## src/rtl/uart_pkg.sv

```systemverilog
// Shared definitions for the oversampled UART receiver (and the transmitter
// that will reuse the FIFO): FSM state encoding, parity mode codes,
// oversampling phase constants and small helper functions.
// No ports (package).
package uart_pkg;

    typedef enum logic [2:0] {
        IDLE  = 3'd0,
        START = 3'd1,
        DATA  = 3'd2,
        STOP1 = 3'd3,
        STOP2 = 3'd4
    } RxState;

    localparam logic [1:0] PARITY_SPACE = 2'b00;
    localparam logic [1:0] PARITY_ODD   = 2'b01;
    localparam logic [1:0] PARITY_EVEN  = 2'b10;
    localparam logic [1:0] PARITY_MARK  = 2'b11;

    localparam int OVERSAMPLE    = 16;
    localparam int BITS_PER_CHAR = 11;
    localparam int DATA_WIDTH    = 9;
    localparam int ENTRY_WIDTH   = DATA_WIDTH + 2;

    localparam logic [3:0] SAMPLE_PHASE_A = 4'd7;
    localparam logic [3:0] SAMPLE_PHASE_B = 4'd8;
    localparam logic [3:0] SAMPLE_PHASE_C = 4'd9;
    localparam logic [3:0] ADVANCE_PHASE  = 4'd15;

    function automatic logic majority3(input logic a, input logic b, input logic c);
        return (a & b) | (a & c) | (b & c);
    endfunction

    // bits holds only the received data and parity bits (everything above is
    // zero), so a plain reduction XOR gives the even/odd check.
    function automatic logic parityMismatch(input logic [8:0] bits,
                                            input logic [3:0] parityPos,
                                            input logic [1:0] mode);
        logic result;
        case (mode)
            PARITY_SPACE: result = bits[parityPos];
            PARITY_MARK:  result = ~bits[parityPos];
            PARITY_EVEN:  result = ^bits;
            default:      result = ~(^bits);
        endcase
        return result;
    endfunction

endpackage

```

## src/rtl/uart_rx_fifo.sv

```systemverilog
// Synchronous first-word-fall-through FIFO.
// Ports:
//   clk, rst      - clock, synchronous active-low reset
//   push/pushData - write request and entry
//   pop           - read request (ignored while empty)
//   popData       - head entry, zero while empty
//   full, empty   - occupancy flags
//   count         - number of stored entries
// A push while full is accepted only when a pop happens in the same cycle.
module uart_rx_fifo
    import uart_pkg::*;
#(
    parameter int DEPTH_LOG2 = 4,
    parameter int WIDTH      = ENTRY_WIDTH
) (
    input  logic                  clk,
    input  logic                  rst,
    input  logic                  push,
    input  logic [WIDTH-1:0]      pushData,
    input  logic                  pop,
    output logic [WIDTH-1:0]      popData,
    output logic                  full,
    output logic                  empty,
    output logic [DEPTH_LOG2:0]   count
);

    localparam int DEPTH = 1 << DEPTH_LOG2;
    localparam logic [DEPTH_LOG2:0] DEPTH_COUNT = (DEPTH_LOG2 + 1)'(DEPTH);

    logic [WIDTH-1:0]      mem [DEPTH];
    logic [DEPTH_LOG2-1:0] wrPtr;
    logic [DEPTH_LOG2-1:0] rdPtr;
    logic [DEPTH_LOG2:0]   countReg;
    logic                  doPush;
    logic                  doPop;

    assign empty  = (countReg == '0);
    assign full   = (countReg == DEPTH_COUNT);
    assign count  = countReg;
    assign doPop  = pop && !empty;
    assign doPush = push && (!full || doPop);
    assign popData = empty ? '0 : mem[rdPtr];

    always_ff @(posedge clk) begin
        if (!rst) begin
            wrPtr    <= '0;
            rdPtr    <= '0;
            countReg <= '0;
        end else begin
            if (doPush) wrPtr <= wrPtr + DEPTH_LOG2'(1);
            if (doPop)  rdPtr <= rdPtr + DEPTH_LOG2'(1);
            case ({doPush, doPop})
                2'b10:   countReg <= countReg + (DEPTH_LOG2 + 1)'(1);
                2'b01:   countReg <= countReg - (DEPTH_LOG2 + 1)'(1);
                default: countReg <= countReg;
            endcase
        end
    end

    // Storage needs no reset: entries are only visible once counted.
    always_ff @(posedge clk) begin
        if (doPush) mem[wrPtr] <= pushData;
    end

endmodule

```

## src/rtl/uart_rx_oversampled.sv

```systemverilog
// 16x-oversampled UART receiver with majority-vote bit sampling, a receive
// FIFO carrying per-character parity/framing status, sticky overflow and
// break flags, and a line-silence indicator.
// Ports:
//   clk, rst          - system clock, synchronous active-low reset
//   rx                - asynchronous serial input (idle high)
//   dataBits, hasParity, parityMode, extraStopBit, clockDivisor
//                     - frame format, captured at each start edge
//   dataOut, parityErrorOut, frameErrorOut, dataValid, dataReady, fifoCount
//                     - FWFT FIFO head and handshake
//   overflow, breakDetected, clearFlags - sticky status and its clear
//   silence           - line idle for SILENCE_CHARS character times
//
// state | meaning
// IDLE  | waiting for a falling edge on rxSync
// START | checking the start bit, abort on a high vote
// DATA  | shifting data and parity bits in LSB first
// STOP1 | checking first stop bit, push/break decided at phase 9
// STOP2 | checking second stop bit, push at phase 9
module uart_rx_oversampled
    import uart_pkg::*;
#(
    parameter int CLOCK_DIVISOR_WIDTH = 16,
    parameter int FIFO_DEPTH_LOG2     = 4,
    parameter int SILENCE_CHARS       = 3
) (
    input  logic                           clk,
    input  logic                           rst,
    input  logic                           rx,
    input  logic [1:0]                     dataBits,
    input  logic                           hasParity,
    input  logic [1:0]                     parityMode,
    input  logic                           extraStopBit,
    input  logic [CLOCK_DIVISOR_WIDTH-1:0] clockDivisor,
    output logic [8:0]                     dataOut,
    output logic                           parityErrorOut,
    output logic                           frameErrorOut,
    output logic                           dataValid,
    input  logic                           dataReady,
    output logic [FIFO_DEPTH_LOG2:0]       fifoCount,
    output logic                           overflow,
    output logic                           breakDetected,
    input  logic                           clearFlags,
    output logic                           silence
);

    localparam int SILENCE_TICKS = SILENCE_CHARS * BITS_PER_CHAR * OVERSAMPLE;
    localparam int SIL_W = $clog2(SILENCE_TICKS + 1);
    localparam logic [SIL_W-1:0] SILENCE_MAX = SIL_W'(SILENCE_TICKS);

    RxState state, nextState;

    logic rxMeta, rxSync, rxPrev;
    logic fallingEdge;

    logic [1:0]                     cfgDataBits;
    logic                           cfgHasParity;
    logic [1:0]                     cfgParityMode;
    logic                           cfgExtraStop;
    logic [CLOCK_DIVISOR_WIDTH-1:0] cfgDivisor;

    logic [CLOCK_DIVISOR_WIDTH-1:0] tickCnt;
    logic [3:0]                     phase;
    logic                           tick;
    logic                           votePoint;
    logic                           advancePoint;
    logic                           sampA, sampB;
    logic                           vote;

    logic [8:0] shiftReg;
    logic [3:0] bitIdx;
    logic [3:0] lastBitIdx;
    logic [3:0] parityPos;
    logic       lastBit;

    logic startDetect;
    logic shiftEn;
    logic bitAdvance;
    logic pushChar;
    logic pushFrameErr;
    logic setBreak;

    logic [ENTRY_WIDTH-1:0]   pushData;
    logic [ENTRY_WIDTH-1:0]   headData;
    logic                     fifoFull;
    logic                     fifoEmpty;
    logic                     fifoPop;
    logic                     parityErr;
    logic                     overflowSet;
    logic [SIL_W-1:0]         silenceCnt;

    // Synchroniser resets to the idle level so reset release never looks
    // like a start edge.
    always_ff @(posedge clk) begin
        if (!rst) begin
            rxMeta <= 1'b1;
            rxSync <= 1'b1;
            rxPrev <= 1'b1;
        end else begin
            rxMeta <= rx;
            rxSync <= rxMeta;
            rxPrev <= rxSync;
        end
    end

    assign fallingEdge  = rxPrev & ~rxSync;
    assign tick         = (tickCnt == cfgDivisor);
    assign votePoint    = tick && (phase == SAMPLE_PHASE_C);
    assign advancePoint = tick && (phase == ADVANCE_PHASE);
    assign vote         = majority3(sampA, sampB, rxSync);

    assign lastBitIdx = 4'd4 + {2'b00, cfgDataBits} + {3'b000, cfgHasParity};
    assign parityPos  = 4'd5 + {2'b00, cfgDataBits};
    assign lastBit    = (bitIdx == lastBitIdx);

    always_ff @(posedge clk) begin
        if (!rst) state <= IDLE;
        else      state <= nextState;
    end

    always_comb begin
        nextState    = state;
        startDetect  = 1'b0;
        shiftEn      = 1'b0;
        bitAdvance   = 1'b0;
        pushChar     = 1'b0;
        pushFrameErr = 1'b0;
        setBreak     = 1'b0;
        case (state)
            IDLE: begin
                if (fallingEdge) begin
                    startDetect = 1'b1;
                    nextState   = START;
                end
            end
            START: begin
                if (votePoint && vote)  nextState = IDLE;
                else if (advancePoint)  nextState = DATA;
            end
            DATA: begin
                if (votePoint) shiftEn = 1'b1;
                if (advancePoint) begin
                    bitAdvance = 1'b1;
                    if (lastBit) nextState = STOP1;
                end
            end
            STOP1: begin
                if (votePoint) begin
                    if (!vote) begin
                        // An all-zero character with a low stop bit is a break.
                        if (shiftReg == '0) begin
                            setBreak = 1'b1;
                        end else begin
                            pushChar     = 1'b1;
                            pushFrameErr = 1'b1;
                        end
                        nextState = IDLE;
                    end else if (!cfgExtraStop) begin
                        pushChar  = 1'b1;
                        nextState = IDLE;
                    end
                end else if (advancePoint) begin
                    // Only reachable after a good first stop with two stops.
                    nextState = STOP2;
                end
            end
            STOP2: begin
                if (votePoint) begin
                    pushChar     = 1'b1;
                    pushFrameErr = ~vote;
                    nextState    = IDLE;
                end
            end
            default: nextState = IDLE;
        endcase
    end

    always_ff @(posedge clk) begin
        if (!rst) begin
            cfgDataBits   <= '0;
            cfgHasParity  <= 1'b0;
            cfgParityMode <= '0;
            cfgExtraStop  <= 1'b0;
            cfgDivisor    <= '0;
            tickCnt       <= '0;
            phase         <= '0;
            sampA         <= 1'b0;
            sampB         <= 1'b0;
            shiftReg      <= '0;
            bitIdx        <= '0;
        end else begin
            if (startDetect) begin
                cfgDataBits   <= dataBits;
                cfgHasParity  <= hasParity;
                cfgParityMode <= parityMode;
                cfgExtraStop  <= extraStopBit;
                cfgDivisor    <= clockDivisor;
                tickCnt       <= '0;
                phase         <= '0;
                shiftReg      <= '0;
                bitIdx        <= '0;
            end else begin
                if (tick) begin
                    tickCnt <= '0;
                    phase   <= phase + 4'd1;
                end else begin
                    tickCnt <= tickCnt + CLOCK_DIVISOR_WIDTH'(1);
                end
                if (shiftEn)    shiftReg[bitIdx] <= vote;
                if (bitAdvance) bitIdx <= bitIdx + 4'd1;
            end
            if (tick && phase == SAMPLE_PHASE_A) sampA <= rxSync;
            if (tick && phase == SAMPLE_PHASE_B) sampB <= rxSync;
        end
    end

    assign parityErr = cfgHasParity && parityMismatch(shiftReg, parityPos, cfgParityMode);
    assign pushData  = {pushFrameErr, parityErr, shiftReg};
    assign fifoPop   = dataReady && !fifoEmpty;

    uart_rx_fifo #(
        .DEPTH_LOG2 (FIFO_DEPTH_LOG2),
        .WIDTH      (ENTRY_WIDTH)
    ) rxFifo (
        .clk      (clk),
        .rst      (rst),
        .push     (pushChar),
        .pushData (pushData),
        .pop      (fifoPop),
        .popData  (headData),
        .full     (fifoFull),
        .empty    (fifoEmpty),
        .count    (fifoCount)
    );

    assign dataOut        = headData[8:0];
    assign parityErrorOut = headData[9];
    assign frameErrorOut  = headData[10];
    assign dataValid      = !fifoEmpty;

    // A simultaneous pop frees the slot, so only a true drop sets overflow.
    assign overflowSet = pushChar && fifoFull && !fifoPop;

    always_ff @(posedge clk) begin
        if (!rst) begin
            overflow      <= 1'b0;
            breakDetected <= 1'b0;
        end else begin
            if (overflowSet)     overflow <= 1'b1;
            else if (clearFlags) overflow <= 1'b0;
            if (setBreak)        breakDetected <= 1'b1;
            else if (clearFlags) breakDetected <= 1'b0;
        end
    end

    always_ff @(posedge clk) begin
        if (!rst) begin
            silenceCnt <= '0;
        end else if (state == IDLE && rxSync) begin
            if (tick && silenceCnt != SILENCE_MAX) silenceCnt <= silenceCnt + SIL_W'(1);
        end else begin
            silenceCnt <= '0;
        end
    end

    assign silence = (silenceCnt == SILENCE_MAX);

endmodule
```

## config.mk

```make
export PLATFORM = sky130hd
export DESIGN_NAME = uart_rx_oversampled
export DESIGN_NICKNAME = d
export VERILOG_FILES = /design/src/rtl/uart_pkg.sv /design/src/rtl/uart_rx_fifo.sv /design/src/rtl/uart_rx_oversampled.sv
export SDC_FILE = /design/constraint.sdc
export NUM_CORES = 1
export LEC_CHECK = 0
export BUFFER_PORTS_ARGS = -buffer_cell sky130_fd_sc_hd__buf_4
export CORE_AREA = 2 2 154 156
export CTS_BUF_LIST = sky130_fd_sc_hd__clkbuf_16
export DETAILED_ROUTE_END_ITERATION = 10
export DIE_AREA = 0 0 156 158
export GPL_TIMING_DRIVEN = 0
export PLACE_DENSITY = 0.66
export SLEW_MARGIN = 10
export SYNTH_ARGS = -nofsm -noshare
export SYNTH_HDL_FRONTEND = slang
export SYNTH_SLANG_ARGS = --single-unit
export TNS_END_PERCENT = 5
```

## constraint.sdc

```tcl
create_clock -name clk -period 3.2 [get_ports clk]
set_input_delay 0 -clock clk [delete_from_list [all_inputs] [get_ports clk]]
set_output_delay 0 -clock clk [all_outputs]
set_load 0.05 [all_outputs]
```

==> out/results.ini <==
[status]
status = completed

[global_route]
grt_usage = 0.193
grt_use_met2 = 0.331
grt_pass1_wl_um = 36600
grt_start_max_net_pins = 23
busiest_layer = met2
grt.met3_usage = 0.0268
grt_pass1_vias = 6736
grt-ovfl-total = 0
grtUsageMet1 = 0.258
antenna_found_initial = 0

[pwr]
cellPowerDensity_nw_per_um2 = 547
ir_drop_uv = 480
leakagePower_nw = 4.81

[detailed_routing]
drc = 0
drt-total-wl_um = 22600
first_pass_iters = 5
route.vias.total = 6583
postRouteAntennaNets = 0
avgViaCountPerCell = 5.40
wire_per_inst_um = 18.5
drtIter0Drc = 388

[yosys]
synthDistinctLibCells = 62
syn_avg_cell_area_um2 = 14.2
synth_fp_nets = 856
ys_async_sr_fraction = 0
ys_seq_elements = 268
ys_seq_area_frac = 0.627
syn_area_um2 = 11400
ys_warn_count = 0
synthCells = 803
synth_edf_count = 176
ys.flop_type = edfxtp_1

[layout]
drive_above_1_share = 0.216
final_core_util = 0.577
nets = 963
area_growth_pct = 17.0
n_fill_cell = 1851
diodes = 0

[setup_path]
critPathTopFamily = buffers and inverters
worstSetupEndpointType = primary output
rr_endpoint = rxFifo.count[4]$_SDFFE_PN0P_
critPathRequiredTime_ns = 3.20
r2r_start = shiftReg[4]$_SDFFE_PP0P_
cp_max_fo = 10
reg2reg_slack_ns = 0.12
cpMostUsedCell = mux4_2
worst-r2r-cell-count = 12
critPathMaxStageDelay_ns = 0.61
endpoint = dataOut[0]
start_kind = register
critPathKind = register to primary output
path_buf_inv = 3
arrival_ns = 3.15
path_cells = buf_1 -> clkbuf_1 -> mux4_2 -> mux4_2 -> nor2b_1 -> buf_4
path_depth = 6
cp_slowest_cell = clkbuf_1

[sta]
timing.final.crit_share = 0.983
rsz0062_at_grt = yes
min_period_ns = 3.15
setup_viol = 0
maxSlewHeadroom = 0.356
hold_violations = 0
worstMarginPinSlew_ns = 0.964
slew_viol_final = 0
fin_skew_ns = 0.0177
fmax_mhz = 318
setup_ws_ns = 0.0534

[cts]
cts-htree-levels = 1
numCtsBuffers = 28
cts_root_buffer = clkbuf_16
clockBufferDepth = 3
cts_sinks = 268
path_clk_slew_ns = 0.06
insertion_delay_ns = 0.54
cts_tree = yes

[placed_design]
gp_congestion = 0.813
hpwl_um = 15100
place_ws_ns = -0.380
place.port_buffers = 45

[floorplan]
chipWidth_um = 156
core_area_um2 = 23100
die_h_um = 158
die_area_um2 = 24600
std_cell_rows = 56
start_util = 0.493
pin_count = 47

[job]
drv_cap = 0

[min_path]
hp-class = input pin to register

worst min-delay path by stage:
stage | start | endpoint | slack, ns | cells after the start
2_1_floorplan | rx | rxMeta$_SDFF_PN1_ | 0.10 | 1
3_3_place_gp | rx | rxMeta$_SDFF_PN1_ | 0.19 | 2
3_5_place_dp | rx | rxMeta$_SDFF_PN1_ | 0.19 | 2
4_1_cts | clockDivisor[9] | cfgDivisor[9]$_SDFFE_PN0P_ | 0.25 | 4
5_1_grt | dataBits[0] | cfgDataBits[0]$_SDFFE_PN0P_ | 0.28 | 4
6_report | clockDivisor[14] | cfgDivisor[14]$_SDFFE_PN0P_ | 0.27 | 4
stage by stage:
step | hold WS (ns) | area [um^2] | TNS, ns | instances | power, mW
3_3_place_gp | 0.194 | 12100 | -61.95 | 1138 | 4.42
2_1_floorplan | 0.101 | 11400 | 0 | 803 | 4.26
4_1_cts | 0.249 | 13300 | -3.85 | 1219 | 7.36
6_report | 0.267 | 13300 | 0 | 1219 | 7.27
5_1_grt | 0.280 | 13300 | -0.421 | 1219 | 7.57
3_5_place_dp | 0.192 | 12100 | -25.76 | 1142 | 4.42
worst min-delay path, stage by stage:
cell and delay [ns]:
dlygate4sd3_1 0.52, buf_4 0.10, nand2_1 0.04, a21oi_1 0.10
cells by family (layout without fill, tap and decap cells):
group                    after synthesis  in the layout  share of synthesized area
XOR/XNOR                              51             51                     0.0405
adder cells (fa/ha/maj)               27             27                     0.0303
buffers and inverters                 63            189                     0.0264
flip-flops                           268            268                      0.627
AO/OA/AOI/OAI                         63             63                     0.0340
multiplexers                          79             79                      0.131
AND/OR/NAND/NOR                      252            252                      0.111
cell usage in the layout, fill, tap and decap left out, types with 10 or more instances in the layout:
cell,synthesis,routed
buf_4,2,53
nand3_1,15,15
edfxtp_1,176,176
clkbuf_16,0,29
nand2_1,84,84
xnor2_1,29,29
a21oi_1,36,36
nor2_1,58,46
nand4_1,17,17
dlygate4sd3_1,0,28
mux4_2,56,56
nor2b_1,13,13
dfxtp_1,92,84
nor2_2,0,10
clkbuf_1,18,15
mux2i_1,22,22
xor2_1,21,21
ha_1,25,25
inv_1,24,28
synth_stat cells, types with 6 or more instances:
master	instances	share of area
nand3b_1	6	0.0040
nor2_1	58	0.019
buf_2	9	0.0040
o21ai_0	9	0.0040
mux2i_1	22	0.019
xnor2_1	29	0.022
nor2b_1	13	0.0072
nand4_1	17	0.0094
xor2_1	21	0.016
and3_1	7	0.0039
nand3_1	15	0.0066
a21oi_1	36	0.016
clkbuf_1	18	0.0059
nor3_1	6	0.0026
dfxtp_1	92	0.16
edfxtp_1	176	0.46
inv_1	24	0.0079
mux4_2	56	0.11
or3_1	8	0.0044
ha_1	25	0.028
nand2_1	84	0.028
nand2b_1	9	0.0050
what timing repair did:
action / CTS / global route
pin swaps: 0 / 0
resized for setup: 20 / 10
setup buffers: 0 / 0
setup endpoints to repair: 122 / 102
hold buffers: 28 / 0
hold endpoints to repair: 38 / 0
state kept, by name, summed over array words and instances (netlist names), named ones only:
name / count
bitIdx: 4
breakDetected: 1
cfgDataBits: 2
cfgDivisor: 16
cfgExtraStop: 1
cfgHasParity: 1
cfgParityMode: 2
overflow: 1
phase: 4
rxFifo.count: 5
rxFifo.mem: 176
rxFifo.rdPtr: 4
rxFifo.wrPtr: 4
rxMeta: 1
rxPrev: 1
rxSync: 1
sampA: 1
sampB: 1
shiftReg: 9
silenceCnt: 10
state: 3
tickCnt: 16
layout make-up:
cell class / count / area, um^2 / share of cell area
flip-flops and latches: 268 / 7140 / 0.536
plain buffers: 38 / 219 / 0.0165
repair buffers: 77 / 656 / 0.0493
clock inverters: 20 / 98.8 / 0.00743
clock buffers: 29 / 726 / 0.0545
multi-input cells: 472 / 4020 / 0.302
well taps: 290 / 363 / 0.0273
inverters: 25 / 93.8 / 0.00705
report_power, final:
part / total, mW / switching (mW) / leakage [nW] / internal [mW]
Combinational: 0.621 / 0.364 / 1.83 / 0.258
Sequential: 3.75 / 0.0452 / 2.56 / 3.70
Clock: 2.91 / 1.28 / 0.422 / 1.63
per-layer routing:
metal  up-vias  wire [um]
li1       3182          -
met1      3236       9850
met2       130      11300
met3        35        873
met4         0        541
met5         -          0
(Power assumes the default switching activity.)
